==> src/rtl/kbd_pkg.sv <==
// rtl/kbd_pkg.sv - shared sizes, defaults and row-drive helper for the keyboard scanner
package kbd_pkg;

    localparam int NROWS         = 8;
    localparam int NCOLS         = 8;
    localparam int DWELL_CYC_DEF = 1024;
    localparam int DEB_N_DEF     = 4;

    typedef logic [$clog2(NROWS)-1:0] row_idx_t;
    typedef logic [NROWS*NCOLS-1:0]   key_mat_t;

    // Active-low one-hot drive pattern for a row index.
    function automatic logic [NROWS-1:0] row_drive(input row_idx_t row);
        row_drive = ~(NROWS'(1) << row);
    endfunction

endpackage

==> src/rtl/kbd_deb_key.sv <==
// rtl/kbd_deb_key.sv - per-key debounce counter and debounced state bit
module kbd_deb_key
    import kbd_pkg::*;
#(
    parameter int DEB_N = DEB_N_DEF
) (
    input  logic clk_i,
    input  logic rst_i,
    input  logic en_i,
    input  logic sample_i,
    output logic state_o,
    output logic flip_o
);

    localparam int            CW      = $clog2(DEB_N);
    localparam logic [CW-1:0] CNT_MAX = CW'(DEB_N - 1);

    logic [CW-1:0] cnt_q, cnt_d;
    logic          state_q, state_d;

    // Any sample agreeing with the current state discards accumulated disagreement.
    always_comb begin
        cnt_d   = cnt_q;
        state_d = state_q;
        flip_o  = 1'b0;
        if (en_i) begin
            if (sample_i == state_q) begin
                cnt_d = '0;
            end else if (cnt_q != CNT_MAX) begin
                cnt_d = cnt_q + 1'b1;
            end else begin
                cnt_d   = '0;
                state_d = ~state_q;
                flip_o  = 1'b1;
            end
        end
    end

    always_ff @(posedge clk_i) begin
        if (rst_i) begin
            cnt_q   <= '0;
            state_q <= 1'b0;
        end else begin
            cnt_q   <= cnt_d;
            state_q <= state_d;
        end
    end

    assign state_o = state_q;

endmodule

==> src/rtl/kbd_scan.sv <==
// rtl/kbd_scan.sv - 8x8 key matrix scanner with per-key debounce
module kbd_scan
    import kbd_pkg::*;
#(
    parameter int DWELL_CYC = DWELL_CYC_DEF,
    parameter int DEB_N     = DEB_N_DEF
) (
    input  logic                   mck,
    input  logic                   rin,
    input  logic                   scan_en,
    input  logic [NCOLS-1:0]       col_n,
    output logic [NROWS-1:0]       row_n,
    output logic [NROWS*NCOLS-1:0] kbmat,
    output logic                   kbchg,
    output logic                   anykey
);

    localparam int              DW_W       = (DWELL_CYC > 1) ? $clog2(DWELL_CYC) : 1;
    localparam logic [DW_W-1:0] DWELL_LAST = DW_W'(DWELL_CYC - 1);

    logic [NCOLS-1:0] col_meta_q, col_sync_q;

    always_ff @(posedge mck) begin
        col_meta_q <= col_n;
        col_sync_q <= col_meta_q;
    end

    row_idx_t        row_q, row_d;
    logic [DW_W-1:0] dwell_q, dwell_d;
    logic            sample_stb;

    // Pausing parks the sequencer at row 0 so re-enable always starts a fresh dwell.
    always_comb begin
        row_d      = row_q;
        dwell_d    = dwell_q;
        sample_stb = 1'b0;
        if (!scan_en) begin
            row_d   = '0;
            dwell_d = '0;
        end else if (dwell_q == DWELL_LAST) begin
            sample_stb = 1'b1;
            dwell_d    = '0;
            row_d      = row_q + 1'b1;
        end else begin
            dwell_d = dwell_q + 1'b1;
        end
    end

    always_ff @(posedge mck) begin
        if (rin) begin
            row_q   <= '0;
            dwell_q <= '0;
        end else begin
            row_q   <= row_d;
            dwell_q <= dwell_d;
        end
    end

    assign row_n = (rin || !scan_en) ? '1 : row_drive(row_q);

    logic [NROWS-1:0] row_stb;
    key_mat_t         key_state, key_flip;

    assign row_stb = {NROWS{sample_stb}} & ~row_drive(row_q);

    for (genvar r = 0; r < NROWS; r++) begin : g_row
        for (genvar c = 0; c < NCOLS; c++) begin : g_col
            kbd_deb_key #(
                .DEB_N(DEB_N)
            ) u_key (
                .clk_i   (mck),
                .rst_i   (rin),
                .en_i    (row_stb[r]),
                .sample_i(~col_sync_q[c]),
                .state_o (key_state[r*NCOLS+c]),
                .flip_o  (key_flip[r*NCOLS+c])
            );
        end
    end

    logic kbchg_q, anykey_q;

    // key_state ^ key_flip is the matrix the keys will hold after this edge.
    always_ff @(posedge mck) begin
        if (rin) begin
            kbchg_q  <= 1'b0;
            anykey_q <= 1'b0;
        end else begin
            kbchg_q  <= |key_flip;
            anykey_q <= |(key_state ^ key_flip);
        end
    end

    assign kbmat  = key_state;
    assign kbchg  = kbchg_q;
    assign anykey = anykey_q;

endmodule

==> config.mk <==
export PLATFORM = sky130hd
export DESIGN_NAME = kbd_scan
export DESIGN_NICKNAME = d
export VERILOG_FILES = /design/src/rtl/kbd_pkg.sv /design/src/rtl/kbd_deb_key.sv /design/src/rtl/kbd_scan.sv
export SDC_FILE = /design/constraint.sdc
export NUM_CORES = 1
export LEC_CHECK = 0
export BUFFER_PORTS_ARGS = -buffer_cell sky130_fd_sc_hd__clkbuf_2
export CAP_MARGIN = 20
export CORE_UTILIZATION = 59
export DETAILED_ROUTE_END_ITERATION = 8
export PLACE_DENSITY = 0.78
export SLEW_MARGIN = 0
export SYNTH_ARGS = -nofsm -noshare
export SYNTH_HDL_FRONTEND = slang
export SYNTH_SLANG_ARGS = --single-unit
export TNS_END_PERCENT = 10
==> constraint.sdc <==
create_clock -name mck -period 7.3 [get_ports mck]
set_clock_uncertainty 0.15 [all_clocks]
set_input_delay 0 -clock mck [delete_from_list [all_inputs] [get_ports mck]]
set_output_delay 0 -clock mck [all_outputs]
set_load 0.05 [all_outputs]
Word-level counts from Yosys, hierarchy flattened
Cells that the tools add are included.
- ROM bits: 0
- memories kept: 0
- word-level logic and storage cells: 928
- output and inout bits: 74
- bits of input ports: 11
- RAM bits: 0
- latch bits: 0
- bits in registers: 223
- eq/ne operators: 129
- shifts and indexed selects: 1
- bitwise logic cells: 205
- div/mod/pow operators: 0
- muxes and demuxes: 323
- magnitude comparators: 0
- $add $sub $neg: 66
- reductions and logical operators: 70
- $mul: 0
- operators with widths (cell ; count):
    $mux W2 ; 128
    $not A1 Y1 ; 201
    $mux W1 ; 194
    $reduce_and A3 Y1 ; 64
    $add A2 B1 Y2 const B ; 64
    $ne A2 B2 Y1 const B ; 64
    $reduce_or A64 Y1 ; 2
    $eq A1 B1 Y1 ; 64
    $xor A64 B64 Y64 ; 1
    $not A8 Y8 ; 2
    $add A10 B1 Y10 const B ; 1
    $eq A10 B10 Y1 const B ; 1
    $and A8 B8 Y8 ; 1
    $mux W8 ; 1
    $shl A1 B3 Y8 const A ; 1
    $add A3 B1 Y3 const B ; 1
    $reduce_or A3 Y1 ; 1
    $reduce_or A2 Y1 ; 1
    $logic_not A1 Y1 ; 1
    $logic_or A1 B1 Y1 ; 1

Logic depth before layout (Yosys ltp)
Gate-level depths: netlist (run 1).
- depth after elaboration: 7
- gate-level depth with buffers: 11
- mapped depth without buffers: 9

Cells and area by module
From an unflattened synthesis (run 1), not the netlist that was laid out.
- cell total of the unflattened synthesis: 1242
- area total of the unflattened synthesis: 11638.7 µm²
- by module, submodules not included (module ; cells each ; area an instance (µm²) ; times used):
    kbd_deb_key ; 16 ; 151.4 ; 64
    kbd_scan ; 218 ; 1949.4 ; 1

Least setup slack after synthesis (run 1)
No wires, ideal clock.
- kind: register to register
- from: register dwell_q[0]
- to: register anykey_q (netlist: anykey)
- stages on the path, launching flop included: 10
- slack: 4.543 ns
- clock period less this slack: 2.757 ns
- library setup time: 0.140 ns
- required time: 7.010 ns
- path buffers: 1
- arrival time: 2.467 ns
- path through: dfxtp_1 > ha_1 > nand4_2 > clkbuf_1 > nor4_1 > mux2i_1 > nand4_1 > or4b_1 > nor4_1 > a41oi_1
- cells in the longest elaborated chain, start to end: 7
- elaborated cells on any way between the ends: 70
- classes of those cells: eq/ne: 1; mux: 66; bitwise: 2; reduce/logical: 1
- RTL lines (what ; RTL line ; source):
    start, declared ; kbd_scan.sv:29 ; logic [DW_W-1:0] dwell_q, dwell_d;
    start signal, assigned ; kbd_scan.sv:55 ; dwell_q <= dwell_d;
    $eq A10 B10 Y1 * ; kbd_scan.sv:40 ; end else if (dwell_q == DWELL_LAST) begin
    $mux W1 * ; kbd_scan.sv:40 ;
    $mux W1 * ; kbd_scan.sv:37 ; if (!scan_en) begin
    $and A8 B8 Y8 * ; kbd_scan.sv:64 ; assign row_stb = {NROWS{sample_stb}} & ~row_drive(row_q);
    $mux W1 ; kbd_deb_key.sv:26 ; if (en_i) begin
    $xor A64 B64 Y64 * ; kbd_scan.sv:90 ; anykey_q <= |(key_state ^ key_flip);
    $reduce_or A64 Y1 * ; kbd_scan.sv:90 ;
    end signal, assigned ; kbd_scan.sv:90 ;
    end, declared ; kbd_scan.sv:81 ; logic kbchg_q, anykey_q;
Every way passes the cells marked *; elsewhere a longest branch is shown, timed or not.
A chain may end at the register's enable or synchronous reset.

Worst setup path in the final report (run 1)
- from: register dwell_q[4]
- to: register anykey_q (netlist: anykey)
Same word-level chain as after synthesis.

==> results.cfg, run 1 <==
[status]
status = finished clean

[finish]
nets = 1514
final_common_cell = dfxtp_1
fin_area_um2 = 12720
area_delta_synth_final_pct = 9.326
layout_common_cells = 223 x dfxtp_1, 197 x nand2_1, 179 x a21oi_1
n_antenna_cell = 0
fillCellCount = 1619
finalNonFillerCells = 1710
drive_gt1_frac = 0.1117

[synthesis]
synth_flop_cell = dfxtp_1
ys_types = 58
synth_nets = 1518
ys_warn_count = 0
syn_avg_cell_area_um2 = 8.100
synth_area_um2 = 11630
synth_async_sr_flop_share = 0
synth-edff-count = 0
synth_seq_area_share = 0.3838
synthCells = 1436
ys_ff_latch = 223

[sta]
min_period_over_period = 0.4977
tns_ps = 0
finalMaxSlewViolations = 0
layout_min_cycle_time_ps = 3633
finalSetupViolCount = 0
rsz0062_at_grt = no
finalHoldViolations = 0
slew_headroom = 0.2471
tightest_slew_ps = 1128
clock.fmax_ghz = 0.2752

[floorplanning]
chipHeight_um = 142.4
rows = 50
dieArea_um2 = 20280
die_w_um = 142.4
io_pins = 85
fp.coreArea_um2 = 19020
start_util = 0.6116

[clocking]
cts_buffers = 24
cts_resized = 0
clk_pin_slew_ps = 60
cts.sink_count = 223
clk_latency_ps = 520
h-tree-depth = 1
cts_tree = built
ctsLongestPathBuffers = 3
root_buffer = clkbuf_16

[critical_path]
worstPathRequired_ps = 7500
critical_path.slowest_cell = nor4_2
path_cells = nand4_2 > nor4_2 > nand2_1 > o22ai_1 > nand2_1 > nor4_1 > a41oi_1
critPathBufInv = 0
worstSetupPathType = reg -> reg
cp-start-kind = flip-flop
cp.arrival_ps = 3830
endpoint_kind = flip-flop
cpPeakStageDelay_ps = 940
crit_top_cell = nand2_1
path_max_fanout = 21
crit_family = simple AND/OR/NAND/NOR gates
cp.depth = 7
rr_worst_depth = 7

[place]
place_congestion = 1.008
io_buffers = 84
place_area_um2 = 11690
dp_hpwl_um = 22340
placed_cells = 1648

[power]
power.density_nw_per_um2 = 204.9
ir_drop_v = 0.0002198
power.leakage_nw = 4.735
p_total_mw = 2.606

[grt]
globalRouteTotalUtil = 0.3250
grt_pass1_vias = 9537
grt_overflow = 0
antenna_found_initial = 0
grt_pass1_wl_um = 51270
grt_max_degree = 100

[detailed_routing]
wl_met1_um = 13750
viasPerCell = 6.153
dr.pass1.iters = 6
wl_met3_um = 2980
ant_nets = 0
vias = 10520
drc_errors = 0
wl_per_cell_um = 19.12
met2_length_um = 14660
drt_iter0_drc = 1042
maxUsedRoutingLayer = met4
drt-total-wl_um = 32700

[hold_path]
hold_depth = 0
hp-class = reg -> reg

[job]
maxCapViolCount = 0
## synthesized netlist by cell type (all sizes together), types with 14 or more instances
master,n,area share
nand4,17,0.010
clkbuf,65,0.021
a41oi,14,0.011
a21oi,179,0.077
nor2,120,0.039
nand2,197,0.064
xnor2,69,0.052
a311oi,20,0.015
nand3,165,0.071
inv,17,0.0055
buf,80,0.048
a22oi,16,0.010
nor3,14,0.0096
o21ai,38,0.016
ha,71,0.076
mux2i,15,0.013
dfxtp,223,0.38
## cells by family (layout without fill, tap and decap cells)
group | Yosys count | after routing | share of synthesized area
XOR/XNOR | 78 | 78 | 0.05874
buffers and inverters | 162 | 176 | 0.07444
flip-flops | 223 | 223 | 0.3838
adder cells (fa/ha/maj) | 71 | 71 | 0.07638
multiplexers | 20 | 20 | 0.01775
AO/OA/AOI/OAI | 315 | 315 | 0.1619
AND/OR/NAND/NOR | 567 | 567 | 0.2270
## worst paths after layout
| check | end | start | slack, ps |
|---|---|---|---|
| max | anykey$_SDFF_PP0_ | dwell_q[4]$_SDFF_PP0_ | 3670 |
| min reg2reg | col_sync_q[7]$_DFF_P_ | col_meta_q[7]$_DFF_P_ | 170 |
| min | col_sync_q[7]$_DFF_P_ | col_meta_q[7]$_DFF_P_ | 170 |
| max reg2reg | anykey$_SDFF_PP0_ | dwell_q[4]$_SDFF_PP0_ | 3670 |
## stage by stage
stage	util	hold slack [ps]	setup WS, ps
finish	0.6686	173.0	3667
global route	0.6686	181.7	3405
CTS	0.6686	174.8	3706
detailed placement	0.6144	-46.09	3725
global placement	0.6144	-46.52	3858
floorplan	-	-122.3	4543
## final cells by class
cell class / count / area, um^2 / share of cell area
inverter: 17 / 63.81 / 0.005018
multi-input combinational: 1051 / 6307 / 0.4960
clock inverter: 9 / 97.59 / 0.007675
sequential: 223 / 4464 / 0.3511
clock buffer: 35 / 753.2 / 0.05923
timing repair buffer: 115 / 704.4 / 0.05540
tap: 260 / 325.3 / 0.02558
## routing by layer
| layer | track usage | vias up |
|---|---|---|
| li1 | - | 5022 |
| met5 | 0 | - |
| met4 | 0.1239 | 0 |
| met2 | 0.5186 | 447 |
| met3 | 0.06023 | 91 |
| met1 | 0.4348 | 4961 |
## what timing repair did
item,in CTS,in global routing
hold buffers,18,0
hold endpoints to repair,109,0
setup buffers,0,0
## flip-flops by register name (all words and copies together), names as in the netlist
name and count:
row_q 3, col_meta_q 8, kbchg 1, dwell_q 10
col_sync_q 8, g_row.g_col.u_key.cnt_q 128, anykey 1, g_row.g_col.u_key.state_o 64
## where the power goes
group | internal, mW | switching [mW] | total, mW | leakage (nW)
logic | 0.0245 | 0.0633 | 0.0878 | 2.51
registers | 1.22 | 0.00832 | 1.23 | 1.80
clock network | 0.784 | 0.504 | 1.29 | 0.426
## worst reg2reg max path, delay by kind of cell (launching register included)
family	cells	cell delay, ps
AND/OR/NAND/NOR	5	2450
flip-flops	1	430
AO/OA/AOI/OAI	2	440
Power figures use the tool's default switching activity.
==> inputs of run 2 (changes only) <==
Clock period 7.3 ns to 3.7 ns, I/O delays scaled along.
==> results.cfg, run 2 (synthesis results as in run 1) <==
[status]
status = finished clean

[finish]
largest_register = g_row.g_col.u_key.cnt_q
drive_gt1_frac = 0.1249
fillCellCount = 1578
n_antenna_cell = 0
largest_register_ffs = 128
area_delta_synth_final_pct = 11.10
multi_input_area_um2 = 6307
final_util = 0.6795
layout_common_cells = 223 x dfxtp_1, 197 x nand2_1, 179 x a21oi_1
regArea_um2 = 4464
final_common_cell = dfxtp_1
nets = 1541
finalNonFillerCells = 1733

[clocking]
cts_buffers = 24
cts_setup_buffers = 0
cts.sink_count = 223
root_buffer = clkbuf_16
clk_pin_slew_ps = 70
clk_latency_ps = 530
cts_tree = built
ctsLongestPathBuffers = 3
h-tree-depth = 1

[floorplanning]
rows = 50
start_util = 0.6116
io_pins = 85
fp.coreArea_um2 = 19020
chipHeight_um = 142.4
die_w_um = 142.4
dieArea_um2 = 20280

[critical_path]
r2r-end = anykey$_SDFF_PP0_
path_max_fanout = 18
worstPathRequired_ps = 3940
rr_startpoint = row_q[2]$_SDFFE_PP0N_
worstSetupPathType = reg -> reg
cp.arrival_ps = 3370
cp-start-kind = flip-flop
rrSetupSlack_ps = 580
rr_worst_depth = 8
endpoint_kind = flip-flop

[detailed_routing]
drt-total-wl_um = 33420
wl_per_cell_um = 19.29
vias = 10670
drc_errors = 0
ant_nets = 0
drt_iter0_drc = 940
dr.pass1.iters = 6
viasPerCell = 6.157

[sta]
tightest_slew_ps = 833.1
min_period_over_period = 0.8440
layout_min_cycle_time_ps = 3123
rsz0062_at_grt = no
finalMaxSlewViolations = 0
finalHoldViolations = 0
tns_ps = 0
slew_headroom = 0.4446
fin_ws_ps = 577.2
finalSetupViolCount = 0
clock.fmax_ghz = 0.3202

[job]
maxCapViolCount = 0

[power]
p_comb_frac = 0.034
pwr-share-clk = 0.500
power.density_nw_per_um2 = 403.7
ir_drop_v = 0.0003977
p_int_mw = 4.064
p_total_mw = 5.217
seq_power_share = 0.465
swShare = 0.2210
power.leakage_nw = 4.858
p_sw_mw = 1.153

[grt]
grt_overflow = 0
grt_max_degree = 107
grt_pass1_wl_um = 52030
grt_pass1_vias = 9693
globalRouteTotalUtil = 0.3305
antenna_found_initial = 2

[hold_path]
hp-class = reg -> reg
min-delay-start = col_meta_q[3]$_DFF_P_
hold_end = col_sync_q[3]$_DFF_P_
hold_depth = 0

[place]
place_congestion = 0.9727
dp_slack_ps = 652.4
dp_hpwl_um = 23900
placed_cells = 1675
io_buffers = 84
[run 2: cell types whose count changed in the layout (fill, tap and decap cells not counted)]
cell and change:
bufinv_16 +3, clkinv_8 +2, clkbuf_8 -6, clkbuf_1 +1, clkinv_2 -3, clkbuf_16 -1
buf_4 +27
[run 2: power groups by stage]
stage | registers [mW] | logic [mW] | clock network [mW]
finish | 2.43 | 0.180 | 2.61
global route | 2.43 | 0.188 | 2.72
detailed placement | 2.48 | 0.159 | 0
floorplan | 2.47 | 0.110 | 0
global placement | 2.48 | 0.159 | 0
CTS | 2.43 | 0.175 | 2.62
[run 2: per-layer routing]
metal | global-route usage | share of wire | vias up
met2 | 0.5353 | 0.46 | 469
met4 | 0.1319 | 0.040 | 4
met1 | 0.4314 | 0.41 | 5030
met3 | 0.06427 | 0.089 | 92
met5 | 0 | 0.00090 | -
li1 | - | - | 5075
[run 2: area by class of cell]
class	instances	share of cell area
Clock buffer	29	0.05025
Clock inverter	11	0.01588
Inverter	17	0.004938
Multi-Input combinational cell	1051	0.4881
Sequential cell	223	0.3455
Tap cell	260	0.02517
Timing Repair Buffer	142	0.07020
[run 2: how the worst max path moves through the flow]
stage	from	endpoint	cells past startpoint
final	row_q[2]$_SDFFE_PP0N_	anykey$_SDFF_PP0_	8
after global placement	dwell_q[0]$_SDFF_PP0_	anykey$_SDFF_PP0_	9
after detailed placement	dwell_q[0]$_SDFF_PP0_	anykey$_SDFF_PP0_	10
after CTS	dwell_q[0]$_SDFF_PP0_	anykey$_SDFF_PP0_	9
after global routing	dwell_q[0]$_SDFF_PP0_	anykey$_SDFF_PP0_	10
after floorplan	dwell_q[0]$_SDFF_PP0_	anykey$_SDFF_PP0_	9
[run 2: what timing repair did]
action	in CTS	in global routing
resized for setup	0	0
hold buffers	18	0
endpoints found under the hold margin	111	0
[run 2: worst max-delay path: stages, from the launching register on]
cell and delay [ps]:
dfxtp_1 470, inv_1 260, ha_1 230, nand3_1 130, or4_1 670, o21ai_0 450
nand4_1 200, nor4_1 270, a41oi_1 160
[run 2: stage by stage]
| stage | hold slack, ps | cell area, um^2 |
|---|---|---|
| finish | 175.9 | 12920 |
| global route | 187.6 | 12920 |
| CTS | 176.3 | 12920 |
| detailed placement | -46.09 | 11890 |
| global placement | -47.86 | 11890 |
| floorplan | -122.3 | 11630 |
